--- config.mk ---
export PLATFORM = sky130hd
export DESIGN_NAME = apb_master_bridge
export DESIGN_NICKNAME = d
export VERILOG_FILES = /design/src/rtl/apb_pkg.sv /design/src/rtl/apb_watchdog.sv /design/src/rtl/apb_master_bridge.sv
export SDC_FILE = /design/constraint.sdc
export NUM_CORES = 1
export LEC_CHECK = 0
export BUFFER_PORTS_ARGS = -buffer_cell sky130_fd_sc_hd__buf_2
export CAP_MARGIN = 30
export CORE_MARGIN = 3
export CORE_UTILIZATION = 50
export CTS_CLUSTER_SIZE = 30
export DETAILED_ROUTE_END_ITERATION = 8
export PLACE_DENSITY = 0.84
export SLEW_MARGIN = 15
export SYNTH_ARGS = -nofsm -noshare
export SYNTH_HDL_FRONTEND = slang
export SYNTH_SLANG_ARGS = --single-unit
--- constraint.sdc ---
create_clock -name PCLK -period 3.31 [get_ports PCLK]
set_input_delay 0.4965 -clock PCLK [delete_from_list [all_inputs] [get_ports PCLK]]
set_output_delay 0.4965 -clock PCLK [all_outputs]
set_load 0.005 [all_outputs]
--- src/rtl/apb_pkg.sv ---
// apb_pkg: shared APB types.
//   addr_t / data_t     : 32-bit APB address and data
//   apb_mst_state_e     : master bridge FSM states
//   apb_req_t           : latched command {write, addr, wdata}
//   apb_rsp_t           : captured result {rdata, err, timeout}
package apb_pkg;

  typedef logic [31:0] addr_t;
  typedef logic [31:0] data_t;

  typedef enum logic [1:0] {
    IDLE   = 2'd0,
    SETUP  = 2'd1,
    ACCESS = 2'd2,
    RESP   = 2'd3
  } apb_mst_state_e;

  typedef struct packed {
    logic  write;
    addr_t addr;
    data_t wdata;
  } apb_req_t;

  typedef struct packed {
    data_t rdata;
    logic  err;
    logic  timeout;
  } apb_rsp_t;

endpackage

--- src/rtl/apb_watchdog.sv ---
// apb_watchdog: saturating wait-state counter.
//   clk, rst_n : clock, async active-low reset
//   clr        : zero the count (wins over en)
//   en         : count one more stalled cycle
//   expired    : count has reached TIMEOUT_CYCLES-1 (never set when TIMEOUT_CYCLES=0)
module apb_watchdog #(
  parameter int TIMEOUT_CYCLES = 16
) (
  input  logic clk,
  input  logic rst_n,
  input  logic clr,
  input  logic en,
  output logic expired
);

  localparam int CW = (TIMEOUT_CYCLES > 0) ? $clog2(TIMEOUT_CYCLES + 1) : 1;

  logic [CW-1:0] cnt_q, cnt_d;

  // Saturate at TIMEOUT_CYCLES so a stalled count can never wrap back to 0.
  always_comb begin
    cnt_d = cnt_q;
    if (clr)
      cnt_d = '0;
    else if (en && (cnt_q != CW'(TIMEOUT_CYCLES)))
      cnt_d = cnt_q + CW'(1);
  end

  always_ff @(posedge clk or negedge rst_n) begin
    if (!rst_n) cnt_q <= '0;
    else        cnt_q <= cnt_d;
  end

  generate
    if (TIMEOUT_CYCLES > 0) begin : g_on
      assign expired = (cnt_q == CW'(TIMEOUT_CYCLES - 1));
    end else begin : g_off
      assign expired = 1'b0;
    end
  endgenerate

endmodule

--- src/rtl/apb_master_bridge.sv ---
// apb_master_bridge: valid/ready command stream -> single APB transfer ->
// valid/ready response, with a PREADY watchdog.
//   PCLK, PRESETn                   : clock, async active-low reset
//   req_valid/ready/write/addr/wdata: command channel
//   rsp_valid/ready/rdata/err/timeout: response channel
//   PSEL/PENABLE/PWRITE/PADDR/PWDATA: APB master outputs
//   PREADY/PSLVERR/PRDATA           : APB slave returns
// Every output is a flop; control outputs are decoded from next state so
// they line up with the state they describe.
module apb_master_bridge
  import apb_pkg::*;
#(
  parameter int TIMEOUT_CYCLES = 16
) (
  input  logic  PCLK,
  input  logic  PRESETn,
  input  logic  req_valid,
  output logic  req_ready,
  input  logic  req_write,
  input  addr_t req_addr,
  input  data_t req_wdata,
  output logic  rsp_valid,
  input  logic  rsp_ready,
  output data_t rsp_rdata,
  output logic  rsp_err,
  output logic  rsp_timeout,
  output logic  PSEL,
  output logic  PENABLE,
  output logic  PWRITE,
  output addr_t PADDR,
  output data_t PWDATA,
  input  logic  PREADY,
  input  logic  PSLVERR,
  input  data_t PRDATA
);

  apb_mst_state_e state_q, state_d;
  apb_req_t       req_q, req_d;
  apb_rsp_t       rsp_q, rsp_d;
  logic           psel_q, psel_d;
  logic           penable_q, penable_d;
  logic           req_ready_q, req_ready_d;
  logic           rsp_valid_q, rsp_valid_d;
  logic           wd_expired;

  // Count restarts on the SETUP->ACCESS transition and advances on stalls.
  apb_watchdog #(.TIMEOUT_CYCLES(TIMEOUT_CYCLES)) u_wd (
    .clk     (PCLK),
    .rst_n   (PRESETn),
    .clr     (state_q == SETUP),
    .en      ((state_q == ACCESS) && !PREADY),
    .expired (wd_expired)
  );

  always_comb begin
    state_d = state_q;
    req_d   = req_q;
    rsp_d   = rsp_q;
    unique case (state_q)
      IDLE: begin
        // req_ready is 1 throughout IDLE, so valid alone completes the handshake.
        if (req_valid) begin
          req_d   = '{write: req_write, addr: req_addr, wdata: req_wdata};
          state_d = SETUP;
        end
      end
      SETUP: state_d = ACCESS;
      ACCESS: begin
        // PREADY has priority over an expiry in the same cycle.
        if (PREADY) begin
          rsp_d.err     = PSLVERR;
          rsp_d.timeout = 1'b0;
          rsp_d.rdata   = req_q.write ? '0 : PRDATA;
          state_d       = RESP;
        end else if (wd_expired) begin
          rsp_d   = '{rdata: '0, err: 1'b1, timeout: 1'b1};
          state_d = RESP;
        end
      end
      RESP: if (rsp_ready) state_d = IDLE;
      default: state_d = IDLE;
    endcase

    psel_d      = (state_d == SETUP) || (state_d == ACCESS);
    penable_d   = (state_d == ACCESS);
    req_ready_d = (state_d == IDLE);
    rsp_valid_d = (state_d == RESP);
  end

  always_ff @(posedge PCLK or negedge PRESETn) begin
    if (!PRESETn) begin
      state_q     <= IDLE;
      req_q       <= '0;
      rsp_q       <= '0;
      psel_q      <= 1'b0;
      penable_q   <= 1'b0;
      req_ready_q <= 1'b1;
      rsp_valid_q <= 1'b0;
    end else begin
      state_q     <= state_d;
      req_q       <= req_d;
      rsp_q       <= rsp_d;
      psel_q      <= psel_d;
      penable_q   <= penable_d;
      req_ready_q <= req_ready_d;
      rsp_valid_q <= rsp_valid_d;
    end
  end

  assign req_ready   = req_ready_q;
  assign rsp_valid   = rsp_valid_q;
  assign rsp_rdata   = rsp_q.rdata;
  assign rsp_err     = rsp_q.err;
  assign rsp_timeout = rsp_q.timeout;
  assign PSEL        = psel_q;
  assign PENABLE     = penable_q;
  assign PWRITE      = req_q.write;
  assign PADDR       = req_q.addr;
  assign PWDATA      = req_q.wdata;

endmodule

======== After elaboration in Yosys (flattened, before gate mapping) ========
Cells that the tools add are included.
operators by class
  add/sub/neg operators ................... 1
  equal/unequal tests ..................... 8
  muxes and demuxes ....................... 10
  reduce and logical (&&, ||, !) cells .... 10
operator list
  cell                 number
  $mux 34              2
  $mux 32              1
  $mux 5               2
  $eq 2x2->1 const B   4
  $mux 2               4
  $pmux 2 s4           1
  $add 5x1->5 const B  1
  $eq 5x4->1 const B   1
  $ne 5x5->1 const B   1
  $eq 2x1->1 const B   2
  $logic_not 2->1      2
  $reduce_and 2->1     2
  $reduce_bool 2->1    2
  $logic_and 1x1->1    2
  $logic_not 1->1      1
  $logic_or 1x1->1     1
word-level totals
  register bits after elaboration ......... 110
  bits of input ports ..................... 103
  output and inout bits ................... 103
  word-level logic and storage cells ...... 41

======== Longest topological paths before layout ========
  word-level depth ........................ 6
  depth in mapped cells ................... 8
  gate-level depth less buffers ........... 6

======== By module ========
A second synthesis with hierarchy kept.
second synthesis, totals
  cells, all modules ...................... 333
  area, all modules ....................... 4495.6 µm²
by module, submodules not included
  module             times used  cells each  area an instance (µm²)  seq. area each (µm²)
  apb_master_bridge  1           303         4202.8                  2628.8
  apb_watchdog       1           30          292.8                   125.1

======== Worst setup path after synthesis ========
No wires, ideal clock.
  kind .................................... register to register
  start ................................... register u_wd.cnt_q[0]
  end ..................................... register psel_q, in the netlist PSEL
  setup time .............................. 0.126 ns
  arrival time ............................ 1.942 ns
  path slack .............................. 1.242 ns
  cell stages (with the launch flop) ...... 9
  buffers on the path ..................... 2
  period minus slack after synthesis ...... 2.068 ns
  cells stage by stage .................... dfrtp_1 -> ha_1 -> and3_1 -> ha_1 -> o21a_1 -> buf_2 -> buf_4 -> nor3_1 -> ha_1
on the way
  cells in the longest elaborated chain, start to end .. 6
  elaborated cells between the ends (all ways) .. 7
  classes of those cells .................. eq/ne: 3; mux: 3; reduce/logical: 1
RTL lines
  element                                   line                      RTL
  from (decl)                               apb_watchdog.sv:18        logic [CW-1:0] cnt_q, cnt_d;
  from (signal assigned)                    apb_watchdog.sv:31        else cnt_q <= cnt_d;
  $eq 5x4->1 (*)                            apb_watchdog.sv:36        assign expired = (cnt_q == CW'(TIMEOUT_CYCLES - 1));
  $mux 2 (*)                                apb_master_bridge.sv:75   end else if (wd_expired) begin
  $mux 2 (*)                                apb_master_bridge.sv:70   if (PREADY) begin
  $pmux 2 s4 (*)                            apb_master_bridge.sv:59   unique case (state_q)
  $eq 2x1->1 or $eq 2x2->1 (tied branches)  apb_master_bridge.sv:84   psel_d = (state_d == SETUP) || (state_d == ACCESS);
  $logic_or 1x1->1 (*)                      apb_master_bridge.sv:84
  named net psel_d                          apb_master_bridge.sv:40   logic psel_q, psel_d;
  to (signal assigned)                      apb_master_bridge.sv:103  psel_q <= psel_d;
  to (decl)                                 apb_master_bridge.sv:40
Mark *: on every way through the listed nets, which the timed path passes. The rest lies on a longest branch.
A chain may end at the register's enable or synchronous reset.

======== Worst setup path in the final report ========
  start ................................... register u_wd.cnt_q[0]
  end ..................................... register rsp_valid_q, in the netlist rsp_valid
on the way
  cells in the longest elaborated chain, start to end .. 5
RTL lines
  element                line                      RTL
  $eq 5x4->1             apb_watchdog.sv:36
  $mux 2                 apb_master_bridge.sv:75
  $mux 2                 apb_master_bridge.sv:70
  $pmux 2 s4             apb_master_bridge.sv:59
  named net state_d[0]   apb_master_bridge.sv:37   apb_mst_state_e state_q, state_d;
  $eq 2x2->1             apb_master_bridge.sv:87   rsp_valid_d = (state_d == RESP);
  named net rsp_valid_d  apb_master_bridge.sv:43   logic rsp_valid_q, rsp_valid_d;
  to (signal assigned)   apb_master_bridge.sv:106  rsp_valid_q <= rsp_valid_d;
  to (decl)              apb_master_bridge.sv:43
The timed path passes the listed nets, and every way through them passes these cells.

==> reports/qor.yml <==
r2r_end: "rsp_valid"
crit_slowest_cell: "dfrtp_1"
drt_wl_total_um: 10700
min_path_type: "in2reg"
worst_pin_slew_ns: 0.602
criticalPathCategory: "reg2reg"
first_iter_violations: 55
tns_ns: 0
finalHoldViolCount: 0
grt_pass1_wl_um: 16500
synth_flop_cell: "dfrtp_1"
cp-end-kind: "flop"
antenna_found_initial: 1
power_mw: 5.19
drc: 0
ys_ff_latch: 110
r2r_slack_ns: 0.93
path_max_fanout: 21
cts_setup_buffers: 0
min_from: "req_addr[31]"
r2r_cells: 7
syn_area_mm2: 0.00461
htreeDepth: 3
die_area_mm2: 0.0104
yosysTopAreaCell: "dfrtp_1"
p_per_area_mw_per_mm2: 869
io_pins: 206
design_area_mm2: 0.00597
crit_top_cell: "ha_1"
cts_tree: "built"
n_fill_cell: 685
hold_depth: 2
startpoint: "u_wd.cnt_q[0]"
core-area_mm2: 0.00885
rsz0062_at_grt: "false"
ant_nets: 0
drt-vias-per-instance: 4.95
synth.top_cell.area_share_pct: 59.2
grt_pass1_vias: 3509
rows: 34
drv_cap: 0
syn_area_per_cell_um2: 13.6
cts_sinks: 110
synth-seq-area-share_pct: 59.7
whs_endpoint: "PADDR[31]"
yosys_warnings: 0
fin_crit_ns: 2.38
start_util_pct: 52.1
synth_edf_count: 0
grt_max_degree: 73
cp_data_arrival_time_ns: 2.63
cts_made_buffers: 9
p_leak_nw: 3.07
status: "complete, no violations"
wl_per_cell_um: 16.2
async_flop_share_pct: 100
netlist_top_cells_count: "dfrtp_1, inv_1, mux2_2, nand2_1, mux2i_1"
path_cells: "ha_1 -> and3_1 -> ha_1 -> o21a_2 -> buf_16 -> or3_1 -> ha_1"
slew-limit-headroom_pct: 59.9
insertion_delay_ns: 0.36
slowest_delay_ns: 0.46
io_buffers: 205
routabilityCongestion: 0.808
synthCells: 340
ir_drop_uv: 471
track_usage_pct: 20.1
grt_overflow: 0
dp_hpwl_um: 7930
clkTransAtPathRegs_ns: 0.11
critPathLaunchType: "flop"
worstReg2RegStart: "u_wd.cnt_q[0]"
synth_area_leaders: "dfrtp_1, mux2_4, mux2_2"
max_freq_ghz: 0.420
crit_required_ns: 3.56
root_buffer: "clkbuf_8"
layout-drive-gt1-share_pct: 53.8
synth_cell_types: 33
syn_nets: 449
drtPass1Iterations: 4
post-synth-top-count-cell: "dfrtp_1"
setup_violations: 0
fin_crit_sh_pct: 71.9
die_h_um: 102
postPlaceCellArea_mm2: 0.00571
worst_clock_skew_ns: 0.0126
slew_violations: 0
cts_buffer_depth: 2
die_w_um: 102
fin_nets: 654
synthToLayoutAreaGrowth_pct: 29.6
vias: 3263
## per-stage QoR
stage	hold slack [ns]	utilization (%)	setup slack, ns	std cells
after floorplan	0.201	-	1.24	340
after global placement	0.485	64.5	0.972	639
after CTS	0.276	66.7	0.867	655
final	0.358	67.5	0.930	659
after detailed placement	0.488	64.5	0.879	639
after global routing	0.325	67.5	0.837	659
## registers in the layout, indices dropped and copies added (netlist names)
name / cells
PWRITE: 1
PSEL: 1
rsp_valid: 1
PWDATA: 32
PADDR: 32
rsp_err: 1
u_wd.cnt_q: 5
rsp_rdata: 32
PENABLE: 1
req_ready: 1
rsp_timeout: 1
state_q: 2
## power by group
part           total (mW)  internal [mW]  switching, mW
clock network       0.808          0.358          0.450
registers            2.35           1.97          0.379
logic                2.03           1.16          0.864
## area by class of cell
cell class	instances	area (um^2)	share of cell area, %
sequential	110	2750	46.1
multi-input combinational	173	1600	26.8
timing repair buffer	212	1140	19.0
inverter	39	146	2.45
tap	108	135	2.26
clock buffer	10	128	2.14
clock inverter	6	68.8	1.15
antenna	1	2.50	0.0419
## kinds of logic (layout without fill, tap and decap cells)
family | Yosys count | in the layout | synth area share, %
AND/OR/NAND/NOR | 53 | 53 | 5.27
flip-flops | 110 | 110 | 59.7
multiplexers | 97 | 97 | 25.1
AO/OA/AOI/OAI | 17 | 17 | 2.61
buffers and inverters | 57 | 267 | 5.65
adder cells (fa/ha/maj) | 6 | 6 | 1.63
other | 0 | 1 | 0
## metal layers
layer,vias up,routed length (um),GRT usage [%]
li1,1533,-,-
met3,14,629,5.32
met5,-,0,0
met2,109,5740,35.9
met4,0,185,7.87
met1,1607,4090,23.0
## placed cells by master, fill, tap and decap left out, types with 3 or more instances in the layout
| cell type | netlist | final |
|---|---|---|
| buf_4 | 3 | 4 |
| buf_2 | 4 | 204 |
| dfrtp_1 | 109 | 109 |
| o21ai_0 | 3 | 3 |
| mux2_4 | 28 | 28 |
| inv_1 | 39 | 39 |
| ha_1 | 6 | 6 |
| clkbuf_8 | 0 | 9 |
| mux2i_1 | 32 | 32 |
| nand2_1 | 36 | 36 |
| nor3_1 | 4 | 4 |
| a22oi_1 | 4 | 4 |
| mux2_2 | 37 | 37 |
| o2bb2ai_1 | 4 | 4 |
| inv_6 | 0 | 3 |
## what timing repair did
action,in CTS,in global routing
hold buffers,0,1
gates resized for setup,0,0
endpoints found under the hold margin,0,12
## how the worst max path moves through the flow
stage | end | slack (ns) | depth (start not counted)
2_1_floorplan | PSEL | 1.24 | 8
3_3_place_gp | PSEL | 0.97 | 6
3_5_place_dp | PSEL | 0.88 | 6
4_1_cts | PSEL | 0.87 | 6
5_1_grt | PSEL | 0.84 | 7
6_report | rsp_valid | 0.93 | 7
## critical path: cells and delay by family (launching register included)
kind            cells  cell delay (ns)
fa+ha+maj           3             0.64
simple gates        2             0.54
flops               1             0.46
compound gates      1             0.37
buf+inv             1             0.25
Note: power is estimated with default switching activity, not from simulation.
